==> src/rtl/regfile_reader_pkg.sv <==
// regfile_reader_pkg: shared state encoding, default sizes and length rule
// for the register-file dump engine.
package regfile_reader_pkg;

   localparam int WIDTH_DEF  = 32;
   localparam int ADDR_W_DEF = 5;

   // A requested length of zero selects the whole register file.
   localparam logic LEN_ZERO_IS_FULL = 1'b1;

   typedef enum logic [1:0] {
      IDLE  = 2'd0,
      ISSUE = 2'd1,
      SEND  = 2'd2
   } state_e;

endpackage

==> src/rtl/regfile_reader.sv <==
// regfile_reader: walks a contiguous range of register-file addresses and
// streams each (address, data) pair out over a valid/ready handshake.
module regfile_reader
   import regfile_reader_pkg::*;
#(
   parameter int WIDTH  = WIDTH_DEF,
   parameter int ADDR_W = ADDR_W_DEF
) (
   input  logic              clk,
   input  logic              reset_n,
   input  logic              start,
   input  logic [ADDR_W-1:0] base_addr,
   input  logic [ADDR_W:0]   length,
   output logic [ADDR_W-1:0] rd_addr,
   input  logic [WIDTH-1:0]  rd_data,
   output logic              out_valid,
   input  logic              out_ready,
   output logic [WIDTH-1:0]  out_data,
   output logic [ADDR_W-1:0] out_addr,
   output logic              out_last,
   output logic              busy,
   output logic              done
);

   localparam logic [ADDR_W:0] FULL_LEN = {1'b1, {ADDR_W{1'b0}}};

   state_e            state_q, state_d;
   logic [ADDR_W-1:0] rd_addr_q, rd_addr_d;
   logic [ADDR_W:0]   rem_q, rem_d;
   logic [WIDTH-1:0]  out_data_q, out_data_d;
   logic [ADDR_W-1:0] out_addr_q, out_addr_d;
   logic              out_valid_q, out_valid_d;
   logic              out_last_q, out_last_d;
   logic              done_q, done_d;

   // rd_addr_q doubles as the walk cursor; it only advances into a new ISSUE,
   // so it keeps the last issued address once the dump ends.
   always_comb begin
      state_d     = state_q;
      rd_addr_d   = rd_addr_q;
      rem_d       = rem_q;
      out_data_d  = out_data_q;
      out_addr_d  = out_addr_q;
      out_valid_d = out_valid_q;
      out_last_d  = out_last_q;
      done_d      = 1'b0;
      case (state_q)
         IDLE: if (start) begin
            state_d   = ISSUE;
            rd_addr_d = base_addr;
            rem_d     = (LEN_ZERO_IS_FULL && length == '0) ? FULL_LEN : length;
         end
         ISSUE: begin
            state_d     = SEND;
            out_data_d  = rd_data;
            out_addr_d  = rd_addr_q;
            out_last_d  = rem_q == (ADDR_W+1)'(1);
            out_valid_d = 1'b1;
         end
         SEND: if (out_ready) begin
            out_valid_d = 1'b0;
            rem_d       = rem_q - (ADDR_W+1)'(1);
            state_d     = out_last_q ? IDLE : ISSUE;
            done_d      = out_last_q;
            rd_addr_d   = out_last_q ? rd_addr_q : rd_addr_q + ADDR_W'(1);
         end
         default: state_d = IDLE;
      endcase
   end

   always_ff @(posedge clk or negedge reset_n) begin
      if (!reset_n) begin
         state_q     <= IDLE;
         rd_addr_q   <= '0;
         rem_q       <= '0;
         out_data_q  <= '0;
         out_addr_q  <= '0;
         out_valid_q <= 1'b0;
         out_last_q  <= 1'b0;
         done_q      <= 1'b0;
      end else begin
         state_q     <= state_d;
         rd_addr_q   <= rd_addr_d;
         rem_q       <= rem_d;
         out_data_q  <= out_data_d;
         out_addr_q  <= out_addr_d;
         out_valid_q <= out_valid_d;
         out_last_q  <= out_last_d;
         done_q      <= done_d;
      end
   end

   assign rd_addr   = rd_addr_q;
   assign out_data  = out_data_q;
   assign out_addr  = out_addr_q;
   assign out_valid = out_valid_q;
   assign out_last  = out_last_q;
   assign done      = done_q;
   assign busy      = state_q != IDLE;

endmodule

==> config.mk <==
export PLATFORM = sky130hd
export DESIGN_NAME = regfile_reader
export DESIGN_NICKNAME = d
export VERILOG_FILES = /design/src/rtl/regfile_reader_pkg.sv /design/src/rtl/regfile_reader.sv
export SDC_FILE = /design/constraint.sdc
export NUM_CORES = 1
export LEC_CHECK = 0
export ABC_AREA = 1
export BUFFER_PORTS_ARGS = -buffer_cell sky130_fd_sc_hd__buf_2
export CAP_MARGIN = 20
export CORE_MARGIN = 2
export CORE_UTILIZATION = 43
export CTS_BUF_LIST = sky130_fd_sc_hd__clkbuf_4 sky130_fd_sc_hd__clkbuf_8
export DETAILED_ROUTE_END_ITERATION = 8
export MAX_ROUTING_LAYER = met4
export PLACE_DENSITY_LB_ADDON = 0.15
export SETUP_SLACK_MARGIN = 0.1
export SLEW_MARGIN = 20
export SYNTH_ARGS = -nofsm -noshare
export SYNTH_HDL_FRONTEND = slang
export SYNTH_SLANG_ARGS = --single-unit
==> constraint.sdc <==
create_clock -name clk -period 1.48 [get_ports clk]
set_clock_uncertainty 0.2 [all_clocks]
set_input_delay 0.222 -clock clk [delete_from_list [all_inputs] [get_ports clk]]
set_output_delay 0.222 -clock clk [all_outputs]
set_load 0.01 [all_outputs]
==> run_results.csv <==
group,metric,value,unit
job,cap_violations,0,
cts,worstSkewPairLatency,0.31,ns
sta,period_needed,1.60,ns
global_route,grt_max_degree,54,
sta,hold_ws,0.00584,ns
drt,drtIter0Drc,142,
logic_synthesis,synth-main-ff-cell,"dfrtp_1",
critical_path,crit_path_start_kind,"flop",
power_and_ir_drop,power_density,2190,nW/um^2
logic_synthesis,yosysSeqAreaShare,55.6,%
layout,mostFrequentLayoutCells,"buf_2 (89), nand2_1 (75), dfrtp_1 (49)",
global_route,grt_use_total,22.4,%
drt,wl_per_cell,14.6,um
layout,syn_to_final_growth,79.0,%
logic_synthesis,synth_top_family_by_area,"simple AND/OR/NAND/NOR gates",
placement,placed_area,3060,sq um
power_and_ir_drop,power_frac_comb,59.3,%
layout,seq_area,1330,sq um
logic_synthesis,yosysUniqueCellTypes,23,
placement,place_ws,0.0210,ns
min_path,worst_hold_path_type,"in2reg",
logic_synthesis,synthSimpleGateAreaFrac,30.4,%
critical_path,reg2reg_depth,6,
logic_synthesis,syn_nets,333,
power_and_ir_drop,p_leak,2.25,nW
min_path,hold_depth,3,
layout,final_util,78.5,%
critical_path,end_kind,"flop",
power_and_ir_drop,ir_worst_vdd,1.21,mV
drt,firstDrtPassIters,6,
cts,root_buffer,"clkbuf_8",
sta,timing.final.ws_setup,-0.121,ns
logic_synthesis,synthAdderAreaFrac,1.57,%
logic_synthesis,synth_warnings,0,
min_path,hp-start,"length[1]",
drt,vias_per_cell,4.82,
cts,clockBufferDepth,2,
die,die_area,6160,sq um
critical_path,critPathKind,"reg2reg",
global_route,grt_pass1_wl,10600,um
cts,cts_tree,"done",
sta,finalSetupViolCount,52,
logic_synthesis,synth-compound-area-share,5.35,%
die,die_w,78.5,um
cts,cts_buffers,5,
logic_synthesis,syn-mean-instance-area,8.43,sq um
critical_path,path_max_fanout,5,
critical_path,cp.required,1.48,ns
placement,io_buffer_count,92,
global_route,overflow,0,
critical_path,r2r_start,"state_q[1]",
layout,fin_area,4270,sq um
layout,drive_above_1_share,54.4,%
die,ioPinCount,93,
logic_synthesis,synth-xor-area-share,0.367,%
logic_synthesis,synth_edf_count,0,
critical_path,r2r_end,"out_data[2]",
logic_synthesis,synth_seq_cells,53,
layout,layout_commonest_cell,"buf_2",
die,initial_core_util,43.9,%
min_path,holdPathEnd,"rem_q[1]",
global_route,first_global_vias,2317,
global_route,antenna_found_initial,0,
placement,hpwl,3800,um
die,die_h,78.5,um
layout,multi_input_area,1280,sq um
critical_path,rrSetupSlack,-0.12,ns
die,core-area,5440,sq um
sta,final_max_slew_viol_count,0,
power_and_ir_drop,seq_power_share,30.2,%
run_status,violations,"negative setup slack",
drt,drc,0,
sta,worst_pin_slew,0.286,ns
critical_path,worst-endpoint-arrival,1.60,ns
run_status,status,"complete, but fails checks",
sta,hold_viol_final,0,
cts,numClockSinks,53,
placement,gp_congestion,0.787,
drt,vias,2515,
power_and_ir_drop,power.share.switching,42.3,%
sta,clock.fmax,625,MHz
cts,clkSlewWorstSetupHoldPaths,0.09,ns
power_and_ir_drop,p_int,5.39,mW
logic_synthesis,muxShareOfSynthArea,0,%
die,rows,27,
layout,antenna_cells,0,
drt,wl,7640,um
logic_synthesis,synth_cells,283,
drt,final_antenna_net_count,0,
sta,max_slew_margin,80.9,%
sta,rsz0062_at_grt,"true",
cts,cts_htree_levels,2,
logic_synthesis,syn_area,2390,sq um
layout,num-fill-cells,368,
layout,fin_nets,499,
power_and_ir_drop,power.switching,3.95,mW
logic_synthesis,async_reset_ff_share,100,%
sta,fin_crit_sh,108,%
power_and_ir_drop,p_clk_share,10.5,%
[cells by family (layout without fill, tap and decap cells)]
| kind of cell | Yosys count | count (layout) |
|---|---|---|
| simple gates | 174 | 175 |
| flops | 53 | 53 |
| buf+inv | 30 | 196 |
| compound gates | 22 | 22 |
| fa+ha+maj | 3 | 3 |
| xor+xnor | 1 | 1 |
[how the worst max path moves through the flow]
stage,startpoint,endpoint,slack (ns),cells after the start
2_1_floorplan,state_q[1],rem_q[2],0.12,8
3_3_place_gp,state_q[0],rem_q[5],0.04,6
3_5_place_dp,state_q[0],rem_q[5],0.02,6
4_1_cts,state_q[0],busy,-0.06,4
5_1_grt,state_q[1],out_data[2],-0.19,6
6_report,state_q[1],out_data[2],-0.12,6
[cell usage after synthesis, types with 3 or more instances]
| master | instances | share of area [%] |
|---|---|---|
| nand2_1 | 144 | 23 |
| dfrtp_1 | 53 | 56 |
| inv_1 | 16 | 2.5 |
| o21ai_0 | 13 | 2.7 |
| nand3_1 | 11 | 2.3 |
| nor2_1 | 9 | 1.4 |
| buf_6 | 5 | 2.4 |
| inv_2 | 4 | 0.63 |
| buf_2 | 3 | 0.63 |
| ha_1 | 3 | 1.6 |
| nand2_4 | 3 | 1.4 |
| nand4_1 | 3 | 0.79 |
| o21ai_1 | 3 | 0.63 |
| o21ai_2 | 3 | 1.1 |
[metal layers]
metal / share of wire (%) / global-route usage, %
met4: 1.6 / 6.67
met3: 4.8 / 4.25
met2: 52 / 37.2
met5: 0 / -
met1: 41 / 28.2
[power groups by stage]
stage	Combinational [mW]	Sequential (mW)	Clock [mW]
after global routing	6.03	2.88	1.07
after detailed placement	3.41	2.59	0
after floorplan	1.79	2.88	0
final	5.54	2.82	0.985
after global placement	3.35	2.58	0
after CTS	4.15	2.58	1.00
[layout make-up]
type,count,area share [%]
inverter,21,2.43
sequential,53,31.2
timing repair buffer,166,31.5
clock buffer,6,1.79
timing repair inverter,1,0.146
multi-input combinational,201,30.1
tap,72,2.11
clock inverter,2,0.820
[registers in the layout, indices dropped and copies added (netlist names)]
name / count
out_data: 32
out_addr: 5
rem_q: 6
state_q: 2
out_valid: 1
done: 1
rd_addr: 5
out_last: 1
[metrics by stage]
| stage | total power [mW] | TNS [ns] | cells |
|---|---|---|---|
| after global placement | 5.93 | 0 | 458 |
| after CTS | 7.73 | -0.333 | 510 |
| after global routing | 9.98 | -6.65 | 522 |
| after floorplan | 4.67 | 0 | 283 |
| final | 9.34 | -3.65 | 522 |
| after detailed placement | 6.00 | 0 | 458 |
[critical path, cell delays in order, from the launching register on]
cell and delay [ns]:
dfrtp_2 0.46, buf_6 0.14, nor2_4 0.23, clkinv_4 0.16, clkbuf_16 0.20, nand2_4 0.06
nand2_2 0.04
[timing repair]
action,4_1_cts,5_1_grt
hold endpoints to repair,88,0
hold buffers,35,0
setup buffers,7,5
gates resized for setup,41,107
cloned,2,8
pin swaps,9,19
endpoints found under the setup margin,18,56
No activity file was read; power rests on OpenSTA's default activity.
